==> src/rtl/hwmod_reset_sequencer_if.sv <==
// Bundles the core-facing inputs and the sequencer results between hwmod and the openMSP430 reset logic.
// The master modport drives the inputs; the slave modport is the sequencer's view.
interface hwmod_reset_sequencer_if;
    logic [15:0] pc;
    logic        vrased_viol;
    logic        casu_viol;
    logic        upd_valid;
    logic [15:0] upd_er_min;
    logic [15:0] upd_er_max;
    logic        cause_clr;
    logic        reset;
    logic [1:0]  cause;
    logic [7:0]  viol_cnt;
    logic [15:0] ER_min;
    logic [15:0] ER_max;
    logic        upd_ack;
    logic        upd_err;

    modport master (
        output pc, vrased_viol, casu_viol, upd_valid, upd_er_min, upd_er_max, cause_clr,
        input  reset, cause, viol_cnt, ER_min, ER_max, upd_ack, upd_err
    );

    modport slave (
        input  pc, vrased_viol, casu_viol, upd_valid, upd_er_min, upd_er_max, cause_clr,
        output reset, cause, viol_cnt, ER_min, ER_max, upd_ack, upd_err
    );
endinterface

==> src/rtl/hwmod_reset_sequencer.sv <==
// Stretches vrased/casu violations into a registered core reset, tracks cause/count, and gates ER updates to SMEM code.
// All outputs registered (one-cycle latency); no backpressure, upd_ack/upd_err answer every upd_valid the next cycle.
module hwmod_reset_sequencer #(
    parameter logic [15:0] SMEM_BASE     = 16'hA000,
    parameter logic [15:0] SMEM_SIZE     = 16'h4000,
    parameter logic [15:0] RESET_HANDLER = 16'h0000,
    parameter int          HOLD_CYCLES   = 8,
    parameter logic [15:0] ER_MIN_RST    = 16'hE000,
    parameter logic [15:0] ER_MAX_RST    = 16'hE000
) (
    input  logic                          clk,
    input  logic                          reset_n,
    hwmod_reset_sequencer_if.slave        seq_if
);
    localparam int CW = (HOLD_CYCLES > 1) ? $clog2(HOLD_CYCLES) : 1;
    localparam logic [CW-1:0] HOLD_LOAD = CW'(HOLD_CYCLES - 1);

    localparam logic [1:0] ST_RUN       = 2'd0;
    localparam logic [1:0] ST_HOLD      = 2'd1;
    localparam logic [1:0] ST_WAIT_BOOT = 2'd2;

    // Region end computed in 17 bits so a region touching 16'hFFFF cannot wrap.
    localparam logic [16:0] SMEM_LO = {1'b0, SMEM_BASE};
    localparam logic [16:0] SMEM_HI = {1'b0, SMEM_BASE} + {1'b0, SMEM_SIZE} - 17'd1;

    logic [1:0]    state_q,    state_d;
    logic [CW-1:0] hold_cnt_q, hold_cnt_d;
    logic          reset_q,    reset_d;
    logic [1:0]    cause_q,    cause_d;
    logic [7:0]    viol_cnt_q, viol_cnt_d;
    logic [15:0]   er_min_q,   er_min_d;
    logic [15:0]   er_max_q,   er_max_d;
    logic          upd_ack_q,  upd_ack_d;
    logic          upd_err_q,  upd_err_d;

    logic viol;
    logic in_smem;
    logic accept;

    assign viol    = seq_if.vrased_viol | seq_if.casu_viol;
    assign in_smem = ({1'b0, seq_if.pc} >= SMEM_LO) && ({1'b0, seq_if.pc} <= SMEM_HI);
    assign accept  = seq_if.upd_valid && (state_q == ST_RUN) && !viol && in_smem &&
                     (seq_if.upd_er_min <= seq_if.upd_er_max);

    always_comb begin
        state_d    = state_q;
        hold_cnt_d = hold_cnt_q;
        viol_cnt_d = viol_cnt_q;

        case (state_q)
            ST_HOLD: begin
                if (viol) begin
                    hold_cnt_d = HOLD_LOAD;
                end else if (hold_cnt_q == '0) begin
                    state_d = ST_WAIT_BOOT;
                end else begin
                    hold_cnt_d = hold_cnt_q - 1'b1;
                end
            end
            ST_WAIT_BOOT: begin
                if (viol) begin
                    state_d    = ST_HOLD;
                    hold_cnt_d = HOLD_LOAD;
                end else if (seq_if.pc == RESET_HANDLER) begin
                    state_d = ST_RUN;
                end
            end
            default: begin
                if (viol) begin
                    state_d    = ST_HOLD;
                    hold_cnt_d = HOLD_LOAD;
                end
            end
        endcase

        // Only fresh entries count; reloads inside HOLD extend the same episode.
        if (viol && (state_q != ST_HOLD) && (viol_cnt_q != 8'hFF)) begin
            viol_cnt_d = viol_cnt_q + 8'd1;
        end

        reset_d = (state_d == ST_HOLD);

        cause_d = cause_q;
        if (viol) begin
            cause_d = cause_q | {seq_if.casu_viol, seq_if.vrased_viol};
        end else if (seq_if.cause_clr && (state_q == ST_RUN)) begin
            cause_d = 2'b00;
        end

        er_min_d  = er_min_q;
        er_max_d  = er_max_q;
        if (accept) begin
            er_min_d = seq_if.upd_er_min;
            er_max_d = seq_if.upd_er_max;
        end
        upd_ack_d = accept;
        upd_err_d = seq_if.upd_valid && !accept;
    end

    always_ff @(posedge clk or negedge reset_n) begin
        if (!reset_n) begin
            state_q    <= ST_RUN;
            hold_cnt_q <= '0;
            reset_q    <= 1'b0;
            cause_q    <= 2'b00;
            viol_cnt_q <= 8'd0;
            er_min_q   <= ER_MIN_RST;
            er_max_q   <= ER_MAX_RST;
            upd_ack_q  <= 1'b0;
            upd_err_q  <= 1'b0;
        end else begin
            state_q    <= state_d;
            hold_cnt_q <= hold_cnt_d;
            reset_q    <= reset_d;
            cause_q    <= cause_d;
            viol_cnt_q <= viol_cnt_d;
            er_min_q   <= er_min_d;
            er_max_q   <= er_max_d;
            upd_ack_q  <= upd_ack_d;
            upd_err_q  <= upd_err_d;
        end
    end

    assign seq_if.reset    = reset_q;
    assign seq_if.cause    = cause_q;
    assign seq_if.viol_cnt = viol_cnt_q;
    assign seq_if.ER_min   = er_min_q;
    assign seq_if.ER_max   = er_max_q;
    assign seq_if.upd_ack  = upd_ack_q;
    assign seq_if.upd_err  = upd_err_q;
endmodule

==> src/flat_wrapper.sv <==
// flat-port wrapper written by rule: the top's interface ports become plain ports
module hwmod_reset_sequencer_flat 
#(
    parameter logic [15:0] SMEM_BASE     = 16'hA000,
    parameter logic [15:0] SMEM_SIZE     = 16'h4000,
    parameter logic [15:0] RESET_HANDLER = 16'h0000,
    parameter int          HOLD_CYCLES   = 8,
    parameter logic [15:0] ER_MIN_RST    = 16'hE000,
    parameter logic [15:0] ER_MAX_RST    = 16'hE000
)
  (clk, reset_n, seq_if_pc, seq_if_vrased_viol, seq_if_casu_viol, seq_if_upd_valid, seq_if_upd_er_min, seq_if_upd_er_max, seq_if_cause_clr, seq_if_reset, seq_if_cause, seq_if_viol_cnt, seq_if_ER_min, seq_if_ER_max, seq_if_upd_ack, seq_if_upd_err);
  hwmod_reset_sequencer_if seq_if_i ();
  input  logic clk;
  input  logic reset_n;
  input wire logic [$bits(seq_if_i.pc)-1:0] seq_if_pc;
  input wire logic [$bits(seq_if_i.vrased_viol)-1:0] seq_if_vrased_viol;
  input wire logic [$bits(seq_if_i.casu_viol)-1:0] seq_if_casu_viol;
  input wire logic [$bits(seq_if_i.upd_valid)-1:0] seq_if_upd_valid;
  input wire logic [$bits(seq_if_i.upd_er_min)-1:0] seq_if_upd_er_min;
  input wire logic [$bits(seq_if_i.upd_er_max)-1:0] seq_if_upd_er_max;
  input wire logic [$bits(seq_if_i.cause_clr)-1:0] seq_if_cause_clr;
  output wire logic [$bits(seq_if_i.reset)-1:0] seq_if_reset;
  output wire logic [$bits(seq_if_i.cause)-1:0] seq_if_cause;
  output wire logic [$bits(seq_if_i.viol_cnt)-1:0] seq_if_viol_cnt;
  output wire logic [$bits(seq_if_i.ER_min)-1:0] seq_if_ER_min;
  output wire logic [$bits(seq_if_i.ER_max)-1:0] seq_if_ER_max;
  output wire logic [$bits(seq_if_i.upd_ack)-1:0] seq_if_upd_ack;
  output wire logic [$bits(seq_if_i.upd_err)-1:0] seq_if_upd_err;
  assign seq_if_i.pc = seq_if_pc;
  assign seq_if_i.vrased_viol = seq_if_vrased_viol;
  assign seq_if_i.casu_viol = seq_if_casu_viol;
  assign seq_if_i.upd_valid = seq_if_upd_valid;
  assign seq_if_i.upd_er_min = seq_if_upd_er_min;
  assign seq_if_i.upd_er_max = seq_if_upd_er_max;
  assign seq_if_i.cause_clr = seq_if_cause_clr;
  assign seq_if_reset = seq_if_i.reset;
  assign seq_if_cause = seq_if_i.cause;
  assign seq_if_viol_cnt = seq_if_i.viol_cnt;
  assign seq_if_ER_min = seq_if_i.ER_min;
  assign seq_if_ER_max = seq_if_i.ER_max;
  assign seq_if_upd_ack = seq_if_i.upd_ack;
  assign seq_if_upd_err = seq_if_i.upd_err;
  hwmod_reset_sequencer #(.SMEM_BASE(SMEM_BASE), .SMEM_SIZE(SMEM_SIZE), .RESET_HANDLER(RESET_HANDLER), .HOLD_CYCLES(HOLD_CYCLES), .ER_MIN_RST(ER_MIN_RST), .ER_MAX_RST(ER_MAX_RST)) u_core (.clk(clk), .reset_n(reset_n), .seq_if(seq_if_i));
endmodule
==> config.mk <==
export PLATFORM = sky130hd
export DESIGN_NAME = hwmod_reset_sequencer_flat
export DESIGN_NICKNAME = d
export VERILOG_FILES = /design/src/rtl/hwmod_reset_sequencer_if.sv /design/src/rtl/hwmod_reset_sequencer.sv /design/src/flat_wrapper.sv
export SDC_FILE = /design/constraint.sdc
export NUM_CORES = 1
export LEC_CHECK = 0
export ABC_AREA = 0
export BUFFER_PORTS_ARGS = -buffer_cell sky130_fd_sc_hd__buf_4
export CAP_MARGIN = 20
export CORE_AREA = 5 5 76 78
export DETAILED_ROUTE_END_ITERATION = 8
export DIE_AREA = 0 0 81 83
export PLACE_DENSITY = 0.86
export REMOVE_ABC_BUFFERS = 1
export SLEW_MARGIN = 0
export SYNTH_ARGS = -nofsm -noshare
export SYNTH_HDL_FRONTEND = slang
export SYNTH_SLANG_ARGS = --single-unit
==> constraint.sdc <==
create_clock -name clk -period 2.6 [get_ports clk]
set_input_delay 0.26 -clock clk [delete_from_list [all_inputs] [get_ports clk]]
set_output_delay 0.26 -clock clk [all_outputs]
set_load 0.01 [all_outputs]
* Word level (Yosys, flattened, before mapping)
Cells that the tools add are included.
Storage, ports and cells: flip-flop bits (word level) 50, input port bits 54, output and inout port bits 45, word-level logic and storage cells 51
Operators by class: add/subtract/negate cells 2, magnitude comparators 3, equality and inequality tests 6, multiplexer cells 12, bitwise logic cells 2, reduce and logical (&&, ||, !) cells 17
Operators with widths (count):
- >= comparator 16 bit (second input constant) | 1
- less-or-equal comparator 16 bit | 1
- less-or-equal comparator 16 bit (second input constant) | 1
- zero test 16 bit | 1
- 2-to-1 mux 2 bit | 7
- 2-to-1 mux 3 bit | 4
- logical AND 1 bit | 9
- adder 8 x 1 -> 8 bit (second input constant) | 1
- inequality test 8 bit (second input constant) | 1
- == test 2 x 1 -> 1 bit (second input constant) | 2
- inequality test 2 x 1 -> 1 bit (second input constant) | 2
- case mux 2 bit (2 select lines) | 1
- nonzero test 2 bit | 2
- zero test 3 bit | 1
- subtractor 3 x 1 -> 3 bit (second input constant) | 1
- == test 2 bit (second input constant) | 1
- zero test 1 bit | 2
- zero test 2 bit | 1
- OR 2 bit | 1
- AND reduction 2 bit | 1
- OR 1 bit | 1

* Logic depth before layout (Yosys ltp)
depth after elaboration 7, gate-level depth with buffers 9, depth with buffers taken out 8

* Least setup slack after synthesis
OpenSTA, ideal clock, no wires.
kind input -> register, start input port seq_if_upd_er_max[13], end register u_core.er_max_q[10] (netlist: u_core.seq_if.ER_max[10]), library setup time 0.125 ns, arrival 2.071 ns, required time 2.475 ns, path slack 0.404 ns, stages 9, buffers on the path 1, cells stage by stage inv_1 -> ha_1 -> nand4_1 -> nor2_1 -> nand4_1 -> or3_4 -> a21oi_4 -> buf_6 -> mux2_2
On the way: longest elaborated chain between the ends 2
RTL lines:
- start, declared | RTL line flat_wrapper.sv:20 | input wire logic [$bits(seq_if_i.upd_er_max)-1:0] seq_if_upd_er_max;
- less-or-equal comparator 16 bit | RTL line hwmod_reset_sequencer.sv:43 | (seq_if.upd_er_min <= seq_if.upd_er_max);
- logical AND 1 bit | RTL line hwmod_reset_sequencer.sv:42 | assign accept = seq_if.upd_valid && (state_q == ST_RUN) && !viol && in_smem &&
- end signal, assigned | RTL line hwmod_reset_sequencer.sv:118 | er_max_q <= er_max_d;
- end, declared | RTL line hwmod_reset_sequencer.sv:32 | logic [15:0] er_max_q, er_max_d;
Every way passes these cells. A chain may end at the register's enable or synchronous reset.

* Final worst setup path
start input port seq_if_upd_er_max[13], end register u_core.er_min_q[7] (netlist: u_core.seq_if.ER_min[7])
On the way: longest elaborated chain between the ends 2
RTL lines:
- less-or-equal comparator 16 bit | RTL line hwmod_reset_sequencer.sv:43
- logical AND 1 bit | RTL line hwmod_reset_sequencer.sv:42
- end signal, assigned | RTL line hwmod_reset_sequencer.sv:117 | er_min_q <= er_min_d;
- end, declared | RTL line hwmod_reset_sequencer.sv:31 | logic [15:0] er_min_q, er_min_d;
Every way passes these cells.

==> results.cfg <==
[placed_design]
gp_congestion = 0.737
dp_hpwl_um = 4470
port_buffers = 98

[timing]
min_period_ps = 2170
worst_slew_pin_slew_ps = 624
max_freq_mhz = 461
fin_setup_tns_ps = 0
rsz0062_at_grt = false
hold_viol_final = 0
fin_skew_ps = 6.45
maxSlewViolCount = 0
relSlewSlack_pct = 58.4
finalSetupViolCount = 0
fin_crit_sh_pct = 83.4

[power]
p_total_uw = 2670
p_comb_share_pct = 35.4
intPower_uw = 1870
ir_worst_vdd_uv = 492
sw_frac_of_total_pct = 30.0
leakage_uw = 0.00179
p_sw_uw = 801
seq_power_share_pct = 43.8
p_clk_share_pct = 20.9
p_per_area_nw_per_um2 = 778

[die]
row_count = 26
start_util_pct = 49.8
die_w_um = 81
core-area_sq_um = 5010
die_h_um = 83
dieArea_sq_um = 6720
io_pins = 99

[finish]
layout.nets = 391
diodes = 0
syn_to_final_growth_pct = 37.9
drive_gt1_share_pct = 46.5
fillers = 424

[routing]
drt-met1-wl_um = 2200
wirelength_um = 5590
drt_iter0_markers = 58
dr_total_vias = 1902
wl_per_cell_um = 14.5
remaining_drc_errors = 0
wl_met3_um = 374
ant_nets = 0
dr_wl_met2_um = 2930
via_per_inst = 4.93
dr.pass1.iters = 4
top_layer = met4

[cts]
clkSinkCount = 50
ctsHtreeMaxLevel = 2
path_clk_slew_ps = 90
post_cts_resized = 0
clock_latency_ps = 300
cts_tree = yes
max-clock-path-buffers = 2
cts-buffers-inserted = 5
postCtsSetupBuffers = 0
cts_hold_buf = 1
cts_root_buf = clkbuf_8

[setup_path]
r2r-end = u_core.seq_if.ER_min[7]
crit_end = u_core.seq_if.ER_min[7]
ff2ff_setup_slack_ps = 700
path_max_fanout = 14
critPathLaunch = seq_if_upd_er_max[13]
required_ps = 2790
cp.arrival_ps = 2360
critical_path_class = in2reg
cp-end-kind = register
r2r_cells = 7
start_kind = primary input
r2r_start = u_core.state_q[1]

[synthesis]
ys.flop_type = dfrtp_1
ys_async_sr_fraction_pct = 100
syn_avg_cell_area_sq_um = 11.9
synth.distinct_cells = 30
ys_warn_count = 0
syn-cell-area_sq_um = 2490
synth-edff-count = 0
yosysSeqAreaShare_pct = 50.5
synth_seq_cells = 50
syn_inst = 210

[run]
max-cap-violations = 0

[grt]
grt_pass1_wl_um = 9220
overflow = 0
grt_pass1_vias = 2022
antenna_found_initial = 0
grt.total_usage_pct = 17.2
grt_max_degree = 51

[worst_hold_path]
hold_class = in2reg

[status]
status = completed
-- metrics by stage --
step	cells	util [%]	cell area, sq um	worst slack [ps]	hold slack (ps)
after floorplan	207	-	2460	107	-35.6
after global placement	377	66.1	3310	210	319
after detailed placement	377	66.1	3310	100	322
after CTS	386	68.6	3440	427	172
after global routing	386	68.6	3440	292	167
final	386	68.6	3440	431	177
-- cell usage after synthesis (2+ instances only) --
master    number  share of area (%)
a21oi_1        8                1.6
buf_6          3                1.4
nor2b_1        3               0.75
and3_1         2               0.50
nand4_1        7                1.8
nand2_1       15                2.3
ha_1          22                 11
o21ai_0        6                1.2
nor4_1         4                1.0
inv_1         22                3.3
nand3_1        2               0.40
mux2_1         2               0.90
dfrtp_1       44                 44
mux2_2        31                 14
nor3_1         3               0.60
dfstp_2        6                6.3
nor2_1         8                1.2
xnor2_1        5                1.8
xor2_1         5                1.8
nand2b_1       2               0.50
-- critical path, stage by stage --
cell     delay (ps)
buf_4            80
inv_1            30
ha_1            280
nand4_1         150
nor2_1          190
nand4_1         140
or3_4           410
a21oi_4         190
buf_4           250
mux2_2          370
-- how the worst min path moves through the flow --
stage | from | to | cells after the start
after global routing | seq_if_vrased_viol | u_core.seq_if.cause[0] | 2
final | seq_if_vrased_viol | u_core.seq_if.cause[0] | 2
after CTS | seq_if_vrased_viol | u_core.seq_if.cause[0] | 2
after detailed placement | reset_n | u_core.seq_if.viol_cnt[0] | 1
after global placement | reset_n | u_core.seq_if.viol_cnt[0] | 1
after floorplan | reset_n | u_core.hold_cnt_q[0] | 0
-- metal layers --
layer  global-route usage (%)  vias up
met5                        0        -
met4                     4.61        0
met3                     4.87        8
met2                     30.4       55
met1                     20.1      913
li1                         -      926
-- state kept, by name, indices dropped and copies added, names as in the netlist --
register / count
u_core.seq_if.upd_err: 1
u_core.state_q: 2
u_core.seq_if.upd_ack: 1
u_core.seq_if.ER_min: 16
u_core.seq_if.ER_max: 16
u_core.seq_if.viol_cnt: 8
u_core.seq_if.reset: 1
u_core.hold_cnt_q: 3
u_core.seq_if.cause: 2
-- power by group through the flow --
stage	clock, uW	sequential, uW	combinational [uW]
floorplan	0	1260	366
detailed placement	0	1180	955
CTS	576	1170	960
global placement	0	1180	924
global route	614	1200	1040
finish	558	1170	945
-- cell families (layout without fill, tap and decap cells) --
kind of cell / count (synthesis) / count (layout) / synth area share, %
compound gates: 21 / 21 / 5.37
xor+xnor: 10 / 10 / 3.51
fa+ha+maj: 22 / 22 / 11.0
buf+inv: 25 / 131 / 4.67
flops: 50 / 50 / 50.5
mux: 33 / 33 / 14.9
simple gates: 49 / 49 / 9.99
-- final cells by class --
type / instances / area (sq um) / area share, %
Clock inverter: 1 / 30.0 / 0.874
Sequential cell: 50 / 1260 / 36.6
Multi-Input combinational cell: 135 / 1120 / 32.5
Timing Repair Buffer: 101 / 773 / 22.5
Clock buffer: 7 / 86.3 / 2.51
Tap cell: 70 / 87.6 / 2.55
Inverter: 22 / 82.6 / 2.40
-- placed cells by master, fill, tap and decap left out, types with 2 or more instances in the layout --
cell and n:
a21oi_1 8, and3_1 2, buf_4 99, clkbuf_8 6, dfrtp_1 44, dfstp_2 6, ha_1 22, inv_1 22
mux2_1 2, mux2_2 31, nand2_1 15, nand2b_1 2, nand3_1 2, nand4_1 7, nor2_1 8, nor2b_1 3
nor3_1 3, nor4_1 4, o21ai_0 6, xnor2_1 5, xor2_1 5
No activity file was read; power rests on OpenSTA's default activity.
